`src/rtl/even_check_arbiter.sv`:
```
// even_check_arbiter
//   Round-robin arbiter sharing one even-value detector among N requesters.
//   The winning operand is captured into a one-deep result register and
//   presented with its requester id on a valid/ready port. Even results
//   are counted as they are consumed; the count saturates at all-ones.
// Ports
//   clk        rising-edge clock
//   rst_b      asynchronous active-low reset
//   req        per-requester operand valid
//   data       operand i on data[i*W +: W]; bit 0 is the parity bit
//   gnt        one-hot accept pulse (combinational); operand captured this edge
//   out_valid  result register holds an unconsumed result
//   out_rdy    consumer accepts when out_valid && out_rdy
//   out_f      1 = captured operand even
//   out_id     requester index of the held result
//   out_data   captured operand
//   even_cnt   saturating count of consumed even results
module even_check_arbiter #(
    parameter int N    = 4,
    parameter int W    = 3,
    parameter int CNTW = 8,
    localparam int IDW = $clog2(N)
) (
    input  logic            clk,
    input  logic            rst_b,
    input  logic [N-1:0]    req,
    input  logic [N*W-1:0]  data,
    output logic [N-1:0]    gnt,
    output logic            out_valid,
    input  logic            out_rdy,
    output logic            out_f,
    output logic [IDW-1:0]  out_id,
    output logic [W-1:0]    out_data,
    output logic [CNTW-1:0] even_cnt
);

    typedef enum logic {IDLE = 1'b0, FULL = 1'b1} state_t;

    state_t         state_q, state_d;
    logic [IDW-1:0] rr_ptr;
    logic           can_accept;
    logic           grant_any;
    logic [IDW-1:0] grant_idx;
    logic [W-1:0]   ops [N];

    genvar gi;
    generate
        for (gi = 0; gi < N; gi++) begin : g_unpack
            assign ops[gi] = data[gi*W +: W];
        end
    endgenerate

    // A slot opens either when empty or when the held result leaves this cycle.
    assign can_accept = (state_q == IDLE) || (out_valid && out_rdy);

    // Scan from rr_ptr upward with wrap; first set request wins. The grant is
    // forced off while reset is asserted so no spurious pulse escapes.
    always_comb begin
        logic [IDW:0] sum;
        logic [IDW-1:0] idx;
        grant_any = 1'b0;
        grant_idx = '0;
        sum       = '0;
        idx       = '0;
        for (int k = 0; k < N; k++) begin
            sum = {1'b0, rr_ptr} + (IDW+1)'(k);
            if (sum >= (IDW+1)'(N))
                sum = sum - (IDW+1)'(N);
            idx = sum[IDW-1:0];
            if (!grant_any && req[idx]) begin
                grant_any = 1'b1;
                grant_idx = idx;
            end
        end
        if (!(can_accept && rst_b)) begin
            grant_any = 1'b0;
            grant_idx = '0;
        end
    end

    // State register
    always_ff @(posedge clk or negedge rst_b) begin
        if (!rst_b) state_q <= IDLE;
        else        state_q <= state_d;
    end

    // Next state
    always_comb begin
        state_d = state_q;
        if (grant_any)
            state_d = FULL;
        else if (state_q == FULL && out_rdy)
            state_d = IDLE;
    end

    // Outputs
    always_comb begin
        gnt       = grant_any ? (N'(1) << grant_idx) : '0;
        out_valid = (state_q == FULL);
    end

    // Result register, pointer and counter
    always_ff @(posedge clk or negedge rst_b) begin
        if (!rst_b) begin
            out_f    <= 1'b0;
            out_id   <= '0;
            out_data <= '0;
            rr_ptr   <= '0;
            even_cnt <= '0;
        end else begin
            if (grant_any) begin
                out_data <= ops[grant_idx];
                out_f    <= ~ops[grant_idx][0];
                out_id   <= grant_idx;
                rr_ptr   <= (grant_idx == IDW'(N-1)) ? '0 : grant_idx + IDW'(1);
            end
            if (out_valid && out_rdy && out_f && (even_cnt != '1))
                even_cnt <= even_cnt + CNTW'(1);
        end
    end

endmodule
```
`config.mk`:
```
export PLATFORM = sky130hd
export DESIGN_NAME = even_check_arbiter
export DESIGN_NICKNAME = d
export VERILOG_FILES = /design/src/rtl/even_check_arbiter.sv
export SDC_FILE = /design/constraint.sdc
export NUM_CORES = 1
export LEC_CHECK = 0
export CAP_MARGIN = 20
export CORE_ASPECT_RATIO = 0.8
export CORE_MARGIN = 1
export CORE_UTILIZATION = 46
export DETAILED_ROUTE_END_ITERATION = 12
export GPL_TIMING_DRIVEN = 0
export PLACE_DENSITY = 0.88
export SLEW_MARGIN = 25
export SYNTH_ARGS = -nofsm -noshare
export SYNTH_HDL_FRONTEND = slang
export SYNTH_SLANG_ARGS = --single-unit
export TNS_END_PERCENT = 30
```
`constraint.sdc`:
```
create_clock -name clk -period 8.05 [get_ports clk]
set_clock_uncertainty 0.2 [all_clocks]
set_input_delay 2.415 -clock clk [delete_from_list [all_inputs] [get_ports clk]]
set_output_delay 2.415 -clock clk [all_outputs]
set_load 0.01 [all_outputs]
```
# After elaboration in Yosys (flattened, before gate mapping)
# Cells that the tools add are included.
[totals]
regBits = 17
latch_bits = 0
ramBits = 0
mem_bits_ro = 0
input_bits = 19
output_inout_bits = 19
wordCells = 71
mem_count = 0
[op_classes]
n_addsub = 9
mul = 0
div_mod_pow = 0
order_cmp = 9
n_eq_ne = 2
shifts = 1
n_mux = 29
bitwise = 3
n_reduce_logical = 12
[ops]
columns = ["op", "n"]
rows = [
  ["$mux 2", 10],
  ["$ge 3x3->1 const B", 4],
  ["$lt 2x3->1 const B", 4],
  ["$mux 1", 11],
  ["$add 8x1->8 const B", 1],
  ["$bmux 1 s2", 4],
  ["$ne 8x8->1 const B", 1],
  ["$sub 2x1->2 const B", 4],
  ["$logic_and 1x1->1", 7],
  ["$add 2x2->3 const B", 2],
  ["$bmux 3 s2", 1],
  ["$mux 3", 2],
  ["$mux 4", 1],
  ["$shl 1x2->4 const A", 1],
  ["$add 2x1->3 const B", 1],
  ["$ge 2x3->1 const B", 1],
  ["$logic_not 1->1", 3],
  ["$not 2->3", 1],
  ["$add 2x1->2 const B", 1],
  ["$eq 2x2->1 const B", 1],
  ["$not 1->1", 2],
  ["$reduce_bool 2->1", 1],
  ["$logic_or 1x1->1", 1],
]

# Longest topological paths before layout
# Gate-level depths: netlist (run 1).
[depth]
word_depth = 20
ltp_mapped = 9
depth_no_buf = 8

# Worst setup path before layout (run 1)
# No wires, ideal clock.
[synth_path]
path_kind = "input to output"
start = "in req[3]"
end = "out gnt[1]"
t_arrival_ps = 3502
t_required_ps = 5435
setup_slack_ps = 1933
cell_stages = 8
n_path_buf = 1
cell_sequence = "nand2b_1 > a21o_1 > and3_1 > buf_4 > nand2_1 > inv_1 > ha_1 > and2_1"
[synth_between]
elab_chain_cells = 15
elab_cells_between_ends = 26
classes_between = "shift: 1; mux: 19; reduce/logical: 6"
[synth_lines]
columns = ["item", "line", "rtl"]
rows = [
  ["start, declared", "26", "input logic [N-1:0] req,"],
  ["$bmux 1 s2", "70", "if (!grant_any && req[idx]) begin"],
  ["$mux 1 (implied by the code)", "70", ""],
  ["$mux 1", "70", ""],
  ["$logic_not 1->1", "70", ""],
  ["$logic_and 1x1->1", "70", ""],
  ["$mux 1", "70", ""],
  ["$logic_not 1->1", "70", ""],
  ["$logic_and 1x1->1", "70", ""],
  ["$mux 1", "70", ""],
  ["$logic_not 1->1", "70", ""],
  ["$logic_and 1x1->1", "70", ""],
  ["$mux 2 (*)", "70", ""],
  ["$mux 2 (*)", "75", "if (!(can_accept && rst_b)) begin"],
  ["named net grant_idx[0]", "43", "logic [IDW-1:0] grant_idx;"],
  ["$shl 1x2->4 (*)", "98", "gnt = grant_any ? (N'(1) << grant_idx) : '0;"],
  ["$mux 4 (*)", "98", ""],
  ["end, declared", "28", "output logic [N-1:0] gnt,"],
]
# The timed path passes the listed nets; every way through them passes the cells marked *. The select of a mux whose other input is x is not followed.

# Worst setup path after layout (run 1)
[layout_path]
start = "in rst_b"
end = "out gnt[1]"
[layout_between]
elab_chain_cells = 4
elab_cells_between_ends = 5
classes_between = "shift: 1; mux: 3; reduce/logical: 1"
[layout_lines]
columns = ["item", "line", "rtl"]
rows = [
  ["start, declared", "25", "input logic rst_b,"],
  ["$logic_and 1x1->1", "75", ""],
  ["$mux 2", "75", ""],
  ["named net grant_idx[0]", "43", ""],
  ["$shl 1x2->4", "98", ""],
  ["$mux 4", "98", ""],
]
# The timed path passes the listed nets, and every way through them passes these cells.

==> metrics.md, run 1 <==
| Metric | Value |
|---|---|
| Worst Path Arrival | 4.93 ns |
| Area Overhead vs Synth | 43.4% |
| Number of core rows | 14 |
| Area share of and/or/nand/nor cells after synthesis | 0.247 |
| Initial Util | 0.505 |
| Final #Nets | 160 |
| Sw Ratio | 0.350 |
| Via-to-Cell Ratio | 5.41 |
| Die height | between 40 and 50 um |
| PortBufs | 37 |
| Congestion Overflow GR | 0 |
| Post-Synth XOR/XNOR Area | 0.0624 |
| Final instance area | ~0.0014 mm2 |
| Slowest cell on crit path | clkdlybuf4s50_1 |
| Async SR Flop Fraction | 1.00 |
| Share of cells above drive strength 1 | 0.0963 |
| Routed wire per std cell | between 10 and 15 um |
| Worst setup EP type | output pin |
| Power Dens Cells | 226 mW/mm2 |
| Peak VDD IR | 0.000156 V |
| Worst-Margin Slew | 0.759 ns |
| Worst-skew pair later-pin latency | 0.30 ns |
| Adder-Cell Fraction of Synth Area | 0.0637 |
| Top Family by Delay on Critical Path | buffers and inverters |
| Area leader, netlist | dfrtp_1 |
| Pint | 207 uW |
| Cts bufs inserted | 3 |
| Syn. warnings | 0 |
| Synth Instances | 94 |
| Initial antenna violation count | 0 |
| CTS resizes | 0 |
| Synthesis-stage register bit count | 17 |
| Clk sinks | 17 |
| H-tree Lvls | 1 |
| Count of pins over their slew limit | 0 |
| Final WL | around 2300 um |
| Core area | about 0.0019 mm2 |
| Top FF cell, synth | dfrtp_1 |
| Placed wire-length estimate | 1890 um |
| Initial detailed-routing violation count | 13 |
| Max Cap Viol | 0 |
| Post-Route Setup TNS | 0 ns |
| Placed inst area | 0.00138 mm2 |
| CTS max path bufs | 2 |
| Largest family of logic cells by synthesized area | simple AND/OR/NAND/NOR gates |
| Post-synth EDFFs | 0 |
| Drt drc | 0 |
| Diode count | 0 |
| Die area | about 0.0023 mm2 |
| CP max FO | 19 |
| CTS Hold Bufs | 0 |
| Core Util, Final | 0.725 |
| First-pass GRT wire length | 3800 um |
| Final period utilization | 0.938 |
| Leakage | 0.000620 uW |
| IO Pins | 38 |
| Worst Path Required | 5.43 ns |
| Sequential share of the synthesized area | 0.433 |
| Switching Power | 111 uW |
| Clock share of power | 0.150 |
| Multiplexer area fraction after synthesis | 0.0624 |
| Post-DRT Antenna Nets | 0 |
| Vias in the first global route | 880 |
| Fin. Hold Viols | 0 |
| CTS tree | built |
| F_max | between 100 and 150 MHz |
| Via count | 860 |
| Final Setup Violations | 0 |
| Mapped Nets | 118 |
| Total power | 318 uW |
| Compound-gate portion of the synthesized area | 0.108 |
| Fraction of power consumed by sequential logic | 0.417 |
| Rel. slew slack | 0.492 |
| Combinational group share of total power | 0.434 |
| Clock Pin Slew Worst Setup and Hold Paths | 0.09 ns |
| Filler cells | 159 |
| Initial DRT Pass Iterations | 4 |
| Critical path, cell by cell | clkdlybuf4s50_1 -> nand2_1 -> nor2_1 -> nand2_1 -> inv_1 -> ha_1 -> and2_1 -> clkdlybuf4s50_1 |
| Status | finished, final reports clean |
| GP Congestion | roughly 0.79 |
| CP startpoint kind | input port |
| Area contributors post-synth | dfrtp_1 43%, ha_1 6.4%, mux2i_1 5.1% |
| Cell Area, Synth | 982 um2 |
| CP Class | in -> out |
| Worst hold path class | reg -> reg |
| Postcts setup bufs | 0 |
| RSZ-0062 raised after global routing | no |
| Pin count of the biggest net entering global routing | 20 |
| Most frequent cells after synthesis | 17 x dfrtp_1, 10 x nand2_1, 6 x nor2_1 |
| Mean Syn Cell Area | 10.4 um2 |
| Clk root buf | clkbuf_4 |
| GRT Total Usage | 0.235 |
| Critical path buffers and inverters | 3 |
| Max incr delay on CP | 0.96 ns |
| Area fraction of the dominant cell type after synthesis | 0.433 |
| Fin Hold WS | 0.305 ns |
| Top-count cell post-synth | dfrtp_1 |
| Library cells used by synthesis | 37 |
| Chip Width | 53.7 um |
| Shortest period the worst path allows | 7.55 ns |
## logic make-up after synthesis
kind of cell / count (synthesis)
flip-flops: 17
adder cells (fa/ha/maj): 5
multiplexers: 6
AO/OA/AOI/OAI: 12
AND/OR/NAND/NOR: 42
buffers and inverters: 5
XOR/XNOR: 7
## placed cells by master, fill, tap and decap left out, types with 3 or more instances in the layout
cell and instances:
and3_1 3, and2_1 4, clkdlybuf4s50_1 37, nand2b_1 3, dfrtp_1 17, nor2_1 6, mux2i_1 5, nand2_1 10
ha_1 5, xnor2_1 5, nand3_1 3, clkbuf_4 3
## sequential cells by signal, summed over array words and instances (netlist names)
signal and count:
out_id 2, out_data 3, out_f 1, rr_ptr 2, out_valid 1, even_cnt 8
## metal layers
layer	routed length, um	vias to the layer above	track usage	share of wire
li1	-	411	-	-
met1	941	410	0.283	0.41
met2	1200	34	0.388	0.52
met3	152	5	0.0737	0.066
met4	24	0	0.0895	0.010
met5	0	-	0	0
## stage by stage
stage	setup slack, ns	instances
floorplan	1.93	94
global placement	0.494	155
global route	0.208	159
CTS	0.438	159
detailed placement	0.433	155
finish	0.501	159
## power by group through the flow
| stage | clock network (uW) | registers [uW] | logic [uW] |
|---|---|---|---|
| after floorplan | 0 | 138 | 60.3 |
| after global placement | 0 | 132 | 133 |
| after detailed placement | 0 | 134 | 139 |
| after CTS | 48.0 | 132 | 140 |
| after global routing | 51.1 | 137 | 150 |
| final | 47.6 | 132 | 138 |
## path summary, 6_finish.rpt
| path | slack, ns | end | depth (start not counted) | from |
|---|---|---|---|---|
| max | 0.50 | gnt[1] | 8 | rst_b |
| max reg2reg | 5.91 | rr_ptr[1]$_DFFE_PN0P_ | 9 | rr_ptr[1]$_DFFE_PN0P_ |
| max in group asynchronous | 4.82 | even_cnt[1]$_DFFE_PN0P_ | 1 | rst_b |
| min | 0.30 | out_id[1]$_DFFE_PN0P_ | 2 | out_id[1]$_DFFE_PN0P_ |
| min in group asynchronous | 2.35 | even_cnt[5]$_DFFE_PN0P_ | 1 | rst_b |
| min reg2reg | 0.30 | out_id[1]$_DFFE_PN0P_ | 2 | out_id[1]$_DFFE_PN0P_ |
## worst register-to-register path: stages, from the launching register on
cell,delay [ns]
dfrtp_1,0.44
nand2b_1,0.16
a21o_1,0.18
and3_1,0.15
buf_4,0.16
nand2_1,0.18
inv_1,0.11
ha_1,0.32
nand2_1,0.06
o21ai_0,0.07
## cell type report
cell class	instances	area, um2	share of cell area
Buffer	2	11.3	0.00799
Multi-Input combinational cell	72	534	0.379
Inverter	3	11.3	0.00799
Clock buffer	4	26.3	0.0187
Tap cell	24	30.0	0.0213
Timing Repair Buffer	37	370	0.263
Sequential cell	17	425	0.302
No activity file was read; power rests on OpenSTA's default activity.
==> inputs of run 2 (changes only) <==
CORE_UTILIZATION = 43   (was 46)
PLACE_DENSITY = 0.83   (was 0.88)
SLEW_MARGIN = not set   (was 25)
clock period = 7.9 ns   (was 8.05 ns; I/O delays follow)
==> metrics.md, run 2 (same netlist as run 1, synthesis figures left out) <==
| Metric | Value |
|---|---|
| IO Pins | 38 |
| Share of cells above drive strength 1 | 0.0963 |
| Switching Power | 106 uW |
| First-pass GRT wire length | 3650 um |
| Top flop regs | even_cnt: 8 flops, out_data: 3 flops |
| Core area | 0.00216 mm2 |
| Shortest period the worst path allows | 7.43 ns |
| Chip Width | 55.4 um |
| Met3 Track Usage GR | 0.0516 |
| GP Congestion | 0.776 |
| Commonest non-fill, non-tap cell in the layout | clkdlybuf4s50_1 |
| Busiest grt layer | met2 |
| Vias in the first global route | 842 |
| Worst-skew pair later-pin latency | 0.28 ns |
| Leakage | 0.000620 uW |
| PortBufs | 37 |
| Post-Route Setup TNS | 0 ns |
| Fin. Hold Viols | 0 |
| Clk sinks | 17 |
| Core Util, Final | 0.653 |
| Area Overhead vs Synth | 43.6% |
| Final #Nets | 160 |
| Most frequent cells in the layout | 37 x clkdlybuf4s50_1, 17 x dfrtp_1, 10 x nand2_1 |
| Diode count | 0 |
| Drt drc | 0 |
| Global Route met2 Usage | 0.330 |
| CP Class | in -> out |
| Initial DRT Pass Iterations | 4 |
| Placed wire-length estimate | 1740 um |
| Clock share of power | 0.143 |
| Initial Util | 0.455 |
| Filler cells | about 170 |
| Combinational group share of total power | 0.437 |
| Via-to-Cell Ratio | 5.14 |
| CTS resizes | 0 |
| CTS Hold Bufs | 0 |
| Final Setup Violations | 0 |
| Routed wire per std cell | around 14 um |
| Final period utilization | 0.941 |
| Worst hold path class | reg -> reg |
| Worst-Margin Slew | 0.773 ns |
| Post-DRT Antenna Nets | 0 |
| Worst Path Arrival | 4.86 ns |
| Power Dens Cells | roughly 220 mW/mm2 |
| Worst R2R Path Depth | 9 |
| Pin count of the biggest net entering global routing | 20 |
| Postcts setup bufs | 0 |
| Die height | between 40 and 50 um |
| Fraction of power consumed by sequential logic | 0.421 |
| Die area | 0.00248 mm2 |
| Largest reg by FF count | even_cnt |
| Worst setup EP type | output pin |
| Fin Hold WS | 0.291 ns |
| Status | finished, final reports clean |
| Cts bufs inserted | 3 |
| CP max FO | 19 |
| Initial antenna violation count | 0 |
| Number of flip-flops in the largest register | 8 |
| Grt met1 use | 0.234 |
| Rel. slew slack | 0.483 |
| Peak VDD IR | 0.000165 V |
| CTS tree | built |
| Number of core rows | 15 |
| Pint | 210 uW |
| Via count | around 820 |
| CP startpoint kind | input port |
| GRT Total Usage | 0.191 |
| Count of pins over their slew limit | 0 |
| Max Cap Viol | 0 |
| Clock Pin Slew Worst Setup and Hold Paths | 0.09 ns |
| H-tree Lvls | 1 |
| RSZ-0062 raised after global routing | no |
| CTS max path bufs | 2 |
| Initial detailed-routing violation count | 12 |
| DP Worst Slack | roughly 0.37 ns |
| Setup ws final | 0.469 ns |
| Worst Path Required | 5.33 ns |
| Final WL | 2210 um |
| Total power | about 320 uW |
| F_max | 135 MHz |
| Sw Ratio | 0.336 |
| Congestion Overflow GR | 0 |
| Clk root buf | clkbuf_4 |
| Cell count of the worst hold path | 2 |
## run 2: path summary, 6_finish.rpt
kind / startpoint / to / slack, ns
worst max register to register: rr_ptr[1]$_DFFE_PN0P_ / rr_ptr[1]$_DFFE_PN0P_ / 5.84
worst min register to register: out_id[1]$_DFFE_PN0P_ / out_id[1]$_DFFE_PN0P_ / 0.29
min in group asynchronous: rst_b / even_cnt[4]$_DFFE_PN0P_ / 2.33
worst max-delay path: rst_b / gnt[0] / 0.47
max in group asynchronous: rst_b / out_data[2]$_DFFE_PN0P_ / 4.68
worst min-delay path: out_id[1]$_DFFE_PN0P_ / out_id[1]$_DFFE_PN0P_ / 0.29
## run 2: critical path, cell delays in order
cell	delay, ns
clkdlybuf4s50_1	0.97
nand2_1	0.23
nor2_1	0.22
clkbuf_1	0.33
and2_1	0.20
clkdlybuf4s50_1	0.54
## run 2: per-layer routing
metal  part of all wire  vias to the layer above
met2               0.47                       29
met4             0.0027                        0
met1               0.45                      376
li1                   -                      416
met3              0.075                        2
met5                  0                        -
## run 2: stage by stage
stage	cells	instance area, um2
finish	160	1410
global route	160	1410
CTS	160	1410
detailed placement	156	1380
global placement	156	1380
floorplan	94	982
## run 2: power groups by stage
stage	Clock [uW]	Combinational, uW	Sequential [uW]
after CTS	46.9	140	133
after global placement	0	137	134
final	45.1	138	133
after floorplan	0	61.5	141
after global routing	50.2	153	137
after detailed placement	0	140	135
## run 2: cell type report
type                            instances  area (um2)  area share
Clock buffer                            4        26.3      0.0186
Tap cell                               25        31.3      0.0222
Multi-Input combinational cell         72         534       0.379
Sequential cell                        17         425       0.302
Inverter                                3        11.3     0.00799
Timing Repair Buffer                   37         370       0.263
Buffer                                  2        11.3     0.00799
==> inputs of run 3 (changes only) <==
==> constraint.sdc (replaced) <==
create_clock -name clk -period 7.9 [get_ports clk]
set_clock_uncertainty 0.2 [all_clocks]
set_input_delay 1.58 -clock clk [delete_from_list [all_inputs] [get_ports clk]]
set_output_delay 1.58 -clock clk [all_outputs]
set_load 0.01 [all_outputs]
==> results of run 3 <==
Same layout as run 2 (identical final DEF). Status: finished, final reports clean.
Main changes from that run: setup slack after placement 0.374 ns -> 1.95 ns; setup slack after layout 0.469 ns -> 2.05 ns
